### config.mk
export PLATFORM = sky130hd
export DESIGN_NAME = rael_seq_ctrl
export DESIGN_NICKNAME = d
export VERILOG_FILES = /design/src/rtl/rael_pkg.sv /design/src/rtl/rael_step_timer.sv /design/src/rtl/rael_seq_ctrl.sv
export SDC_FILE = /design/constraint.sdc
export NUM_CORES = 1
export LEC_CHECK = 0
export BUFFER_PORTS_ARGS = -buffer_cell sky130_fd_sc_hd__buf_2
export CAP_MARGIN = 20
export CORE_UTILIZATION = 55
export DETAILED_ROUTE_END_ITERATION = 10
export PLACE_DENSITY_LB_ADDON = 0.05
export SLEW_MARGIN = 20
export SYNTH_ARGS = -nofsm -noshare
export SYNTH_HDL_FRONTEND = slang
export SYNTH_HIERARCHICAL = 1
export SYNTH_SLANG_ARGS = --single-unit
### constraint.sdc
create_clock -name clk -period 4.1 [get_ports clk]
set_input_delay 0.615 -clock clk [delete_from_list [all_inputs] [get_ports clk]]
set_output_delay 0.615 -clock clk [all_outputs]
set_load 0.01 [all_outputs]
### src/rtl/rael_pkg.sv
// Shared types and widths for the rael sweep sequencer.
// Build option: RAEL_SEQ_CHECKSUM_EN adds a running XOR of samples.
package rael_pkg;

    localparam int DATA_W = 8;
    localparam int SEL_W  = 2;
    localparam int Y_W    = 32;
    localparam int IDX_W  = 5;
    localparam int CNT_W  = 16;

    typedef enum logic [2:0] {
        S_IDLE,
        S_PH1,
        S_GAP,
        S_PH2,
        S_DONE
    } rael_state_t;

endpackage

### src/rtl/rael_step_timer.sv
// Reloadable hold counter shared by step holds and the inter-phase gap.
// expire is high on the last cycle of the loaded length.
module rael_step_timer
    import rael_pkg::*;
#(
    parameter int W = CNT_W
) (
    input  logic         clk,
    input  logic         rst_n,
    input  logic         load,
    input  logic [W-1:0] hold_len,
    output logic         expire
);

    logic [W-1:0] cnt;
    logic [W-1:0] len_q;

    always_ff @(posedge clk or negedge rst_n) begin
        if (!rst_n) begin
            cnt   <= '0;
            len_q <= '0;
        end else if (load) begin
            cnt   <= '0;
            len_q <= hold_len;
        end else begin
            cnt   <= cnt + 1'b1;
        end
    end

    assign expire = (cnt == len_q - 1'b1);

endmodule

### src/rtl/rael_seq_ctrl.sv
// Two-phase stimulus sweep for the rael datapath with per-step capture.
// Build option: RAEL_SEQ_CHECKSUM_EN adds the checksum output.
module rael_seq_ctrl
    import rael_pkg::*;
#(
    parameter int               DATA_W   = rael_pkg::DATA_W,
    parameter int               SEL_W    = rael_pkg::SEL_W,
    parameter int               Y_W      = rael_pkg::Y_W,
    parameter logic [SEL_W-1:0] P1_SEL   = 2'b00,
    parameter int               P1_FIRST = 0,
    parameter int               P1_LAST  = 10,
    parameter int               P1_HOLD  = 10,
    parameter int               GAP      = 5,
    parameter logic [SEL_W-1:0] P2_SEL   = 2'b10,
    parameter int               P2_FIRST = 11,
    parameter int               P2_LAST  = 20,
    parameter int               P2_HOLD  = 5
) (
    input  logic              clk,
    input  logic              rst_n,
    input  logic              start,
    input  logic              abort,
    input  logic [Y_W-1:0]    y_i,
    output logic [DATA_W-1:0] ontiveros_o,
    output logic [SEL_W-1:0]  rami_o,
    output logic              sample_valid,
    output logic [Y_W-1:0]    sample_y,
    output logic [IDX_W-1:0]  sample_idx,
    output logic              busy,
    output logic              done
`ifdef RAEL_SEQ_CHECKSUM_EN
    ,
    output logic [Y_W-1:0]    checksum
`endif
);

    if (P1_FIRST > P1_LAST) begin : g_bad_p1
        $error("P1_FIRST must not exceed P1_LAST");
    end
    if (P2_FIRST > P2_LAST) begin : g_bad_p2
        $error("P2_FIRST must not exceed P2_LAST");
    end
    if (P1_HOLD < 1 || P2_HOLD < 1) begin : g_bad_hold
        $error("hold lengths must be at least 1");
    end

    localparam logic [DATA_W-1:0] P1_F = DATA_W'(P1_FIRST);
    localparam logic [DATA_W-1:0] P1_L = DATA_W'(P1_LAST);
    localparam logic [DATA_W-1:0] P2_F = DATA_W'(P2_FIRST);
    localparam logic [DATA_W-1:0] P2_L = DATA_W'(P2_LAST);
    localparam logic [CNT_W-1:0]  H1   = CNT_W'(P1_HOLD);
    localparam logic [CNT_W-1:0]  H2   = CNT_W'(P2_HOLD);
    localparam logic [CNT_W-1:0]  HG   = CNT_W'(GAP);

    rael_state_t       state;
    logic [IDX_W-1:0]  idx;
    logic              t_load;
    logic [CNT_W-1:0]  t_len;
    logic              expire;
    logic              at_l1;
    logic              at_l2;

    assign at_l1 = (ontiveros_o == P1_L);
    assign at_l2 = (ontiveros_o == P2_L);

    // Timer reload length is chosen for the interval that starts next.
    always_comb begin
        t_load = 1'b0;
        t_len  = H1;
        unique case (state)
            S_IDLE: begin
                t_load = start & ~abort;
            end
            S_PH1: begin
                t_load = expire;
                if (at_l1)
                    t_len = (GAP > 0) ? HG : H2;
            end
            S_GAP: begin
                t_load = expire;
                t_len  = H2;
            end
            S_PH2: begin
                t_load = expire;
                t_len  = H2;
            end
            default: ;
        endcase
    end

    rael_step_timer #(
        .W (CNT_W)
    ) u_timer (
        .clk      (clk),
        .rst_n    (rst_n),
        .load     (t_load),
        .hold_len (t_len),
        .expire   (expire)
    );

`ifdef RAEL_SEQ_CHECKSUM_EN
    logic [Y_W-1:0] csum_q;
    assign checksum = csum_q;
`endif

    always_ff @(posedge clk or negedge rst_n) begin
        if (!rst_n) begin
            state        <= S_IDLE;
            idx          <= '0;
            ontiveros_o  <= '0;
            rami_o       <= '0;
            sample_valid <= 1'b0;
            sample_y     <= '0;
            sample_idx   <= '0;
            busy         <= 1'b0;
            done         <= 1'b0;
`ifdef RAEL_SEQ_CHECKSUM_EN
            csum_q       <= '0;
`endif
        end else begin
            sample_valid <= 1'b0;
            done         <= 1'b0;
            if (abort) begin
                state       <= S_IDLE;
                idx         <= '0;
                ontiveros_o <= '0;
                rami_o      <= '0;
                sample_y    <= '0;
                sample_idx  <= '0;
                busy        <= 1'b0;
`ifdef RAEL_SEQ_CHECKSUM_EN
                csum_q      <= '0;
`endif
            end else begin
                // A step's sample is taken on its final hold cycle.
                if ((state == S_PH1 || state == S_PH2) && expire) begin
                    sample_valid <= 1'b1;
                    sample_y     <= y_i;
                    sample_idx   <= idx;
                    idx          <= idx + 1'b1;
`ifdef RAEL_SEQ_CHECKSUM_EN
                    csum_q       <= csum_q ^ y_i;
`endif
                end
                unique case (state)
                    S_IDLE: begin
                        if (start) begin
                            state       <= S_PH1;
                            idx         <= '0;
                            ontiveros_o <= P1_F;
                            rami_o      <= P1_SEL;
                            busy        <= 1'b1;
`ifdef RAEL_SEQ_CHECKSUM_EN
                            csum_q      <= '0;
`endif
                        end
                    end
                    S_PH1: begin
                        if (expire) begin
                            if (!at_l1) begin
                                ontiveros_o <= ontiveros_o + 1'b1;
                            end else if (GAP > 0) begin
                                state <= S_GAP;
                            end else begin
                                state       <= S_PH2;
                                ontiveros_o <= P2_F;
                                rami_o      <= P2_SEL;
                            end
                        end
                    end
                    S_GAP: begin
                        if (expire) begin
                            state       <= S_PH2;
                            ontiveros_o <= P2_F;
                            rami_o      <= P2_SEL;
                        end
                    end
                    S_PH2: begin
                        if (expire) begin
                            if (at_l2) begin
                                state <= S_DONE;
                                busy  <= 1'b0;
                                done  <= 1'b1;
                            end else begin
                                ontiveros_o <= ontiveros_o + 1'b1;
                            end
                        end
                    end
                    S_DONE: begin
                        state       <= S_IDLE;
                        ontiveros_o <= '0;
                        rami_o      <= '0;
                    end
                    default: begin
                        state <= S_IDLE;
                    end
                endcase
            end
        end
    end

endmodule

==> out/qor.yml <==
status:
  outcome: "finished clean"
critical_path:
  cp_top_family: "compound AO/OA/AOI/OAI gates"
  critical_path_depth: 11
  critPathMaxFanout: 24
  reg2regPathDepth: 11
  cp.required_ns: 4.36
  max_stage_delay_ns: 0.64
  path_cells: "inv_1, ha_1, or4b_1, or3_1, o31ai_1, a32oi_1, a211oi_4, o21ai_0, a21oi_2, buf_4, mux2_2"
  worst_setup_path_end_kind: "register"
  crit_slowest_cell: "or4b_1"
  critPathKind: "reg2reg"
  startpoint_type: "register"
  path_buf_inv: 2
  crit_arrival_ns: 4.00
sta:
  max_freq_mhz: 267.3
  fin_hold_ws_ns: 0.3295
  slew_violations: 0
  period_minus_slack_ns: 3.741
  worstMarginPinSlew_ns: 0.8221
  rsz0062_at_grt: "false"
  setup_ws_ns: 0.3588
  setup_viol_count_final: 0
  finalHoldViolCount: 0
  setup_tns_ns: 0
  finalCritPeriodShare_pct: 91.25
  fin_skew_ns: 0.01082
  maxSlewHeadroom_pct: 45.06
grt:
  grt_pass1_vias: 3251
  grt_max_degree: 64
  gr-total-overflow: 0
  grt_pass1_wl_um: 15840
  grtUsageTotal_pct: 23.50
  grt_antenna_before_repair: 0
logic_synthesis:
  synth.area.top_cells: "dfrtp_1 (49%), a22o_1 (7.1%), xnor2_1 (4.6%), mux2_2 (3.5%), nor2_1 (2.9%)"
  syn_area_per_cell_um2: 10.88
  synth_cell_types: 67
  synth-seq-cells: 89
  synth_top_area_share_pct: 48.74
  ys_seq_area_share_pct: 48.74
  async_flop_share_pct: 100.0
  syn_area_um2: 4569
  yosysWarningCount: 6
  synthFlopType: "dfrtp_1"
  synth_top_area_cell: "dfrtp_1"
  synth_edf_count: 0
  syn_inst: 420
route:
  routed_wl_um: 9522
  drc: 0
  dr.first_iter.drc_count: 114
  antenna_left: 0
  viasPerCell: 5.658
  wl_per_cell_um: 15.56
  dr.pass1.iters: 4
  num_vias: 3463
pwr:
  combPwrFrac_pct: 15.3
  internal_power_uw: 1356
  finalPower_uw: 1924
  p_sw_uw: 568.5
  power.density_nw_per_um2: 365.8
  power.share.switching_pct: 29.54
  peakVddDrop_uv: 161.8
  clockPowerShare_pct: 32.7
  p_leak_uw: 0.002477
  p_seq_share_pct: 52.0
cells_and_area:
  fin_nets: 547
  layout_commonest_cell: "dfrtp_1"
  syn_to_final_growth_pct: 15.14
  num_antenna_cells: 0
  nFillCells: 651
  regArea_um2: 2227
  drive_gt1_share_pct: 26.86
  mostFrequentLayoutCells: "dfrtp_1 (89), buf_2 (83), a22o_1 (37)"
  multi_input_area_um2: 2191
die:
  start_util_pct: 57.93
  die_x_um: 93.15
  die_y_um: 93.15
  ios: 86
  core_area_um2: 7888
  die_area_um2: 8677
  rows: 32
place:
  dp_hpwl_um: 6660
  place_ws_ns: 0.2951
  routabilityCongestion: 0.8217
  io_buffers: 84
cts:
  cts_num_sinks: 89
  cts.clk_slew.worst_paths_ns: 0.09
  cts_tree: "done"
  cts_buffers: 9
  clock-root-buffer: "clkbuf_8"
  clock_path_buffers: 2
  clkLatencyLatePin_ns: 0.37
  htree_levels: 3
job:
  drv_cap: 0
hold_path:
  hp-class: "in2async"
[cell usage after synthesis (6+ instances only)]
library cell   n
nor2_1        35
nand3_1       11
nor4_1         7
or3_1          7
ha_1           6
nand4_1        8
mux2_2        14
clkbuf_1       6
a22o_1        37
dfrtp_1       89
nand2_1       20
o21ai_0       13
xor2_1        14
buf_2         12
inv_1         13
xnor2_1       24
a21oi_1       16
[routing by layer]
metal	global-route usage [%]	vias to the layer above	wire length (um)
met3	4.715	10	321
met5	0	-	0
met4	8.077	0	157
met2	38.05	74	4617
met1	31.56	1698	4426
li1	-	1681	-
[what timing repair did]
| action | 4_1_cts | 5_1_grt |
|---|---|---|
| hold buffers | 0 | 0 |
| endpoints found under the hold margin | 0 | 0 |
| buffers inserted | 0 | 0 |
| resized for setup | 0 | 1 |
| setup endpoints to repair | 0 | 23 |
[worst reg2reg max path, cell delays in order (launching register included)]
cell,delay [ns]
dfrtp_1,0.44
inv_1,0.10
ha_1,0.33
or4b_1,0.64
or3_1,0.39
o31ai_1,0.22
a32oi_1,0.13
a211oi_4,0.40
o21ai_0,0.18
a21oi_2,0.14
buf_4,0.30
mux2_2,0.38
[layout make-up]
cell class,instances,area share [%]
repair buffers,89,8.751
well taps,102,2.426
clock buffers,10,2.426
inverters,14,0.9988
multi-input cells,302,41.64
clock inverters,6,1.427
flip-flops and latches,89,42.33
[flip-flops by register name, indices dropped and copies added, names as in the netlist]
signal / cells
sample_valid: 1
rami_o: 1
ontiveros_o: 8
busy: 1
done: 1
u_timer/cnt: 16
u_timer/len_q: 16
sample_idx: 5
sample_y: 32
idx: 5
state: 3
[final timing paths]
path / startpoint / end / slack (ns)
worst max-delay path: u_timer/len_q[0] / u_timer/len_q[10] / 0.36
worst min-delay path: rst_n / u_timer/cnt[6] / 0.33
worst max register to register: u_timer/len_q[0] / u_timer/len_q[10] / 0.36
worst min register to register: sample_y[13] / sample_y[13] / 0.50
max in group asynchronous: rst_n / idx[2] / 2.92
min in group clk: y_i[14] / sample_y[14] / 0.46
[power groups by stage]
stage	Clock (uW)	Combinational (uW)	Sequential, uW
global placement	0	282	1020
CTS	643	294	1000
finish	630	294	1000
detailed placement	0	291	1020
floorplan	0	229	993
global route	683	331	1010
[kinds of logic after synthesis]
logic type | synth area share [%]
AOI/OAI and AO/OA | 16.54
adders and majority gates | 1.643
buffers and inverters | 4.545
xor gates and xnor gates | 7.284
other | 0.08207
muxes | 5.038
and+or+nand+nor | 16.13
DFF | 48.74
[through the flow]
step	util [%]	cells	cell area, um^2
4_1_cts	66.61	612	5254
3_5_place_dp	64.04	596	5051
2_1_floorplan	-	432	4614
6_report	66.70	612	5261
5_1_grt	66.70	612	5261
3_3_place_gp	64.04	596	5051
No activity file was read; power rests on OpenSTA's default activity.
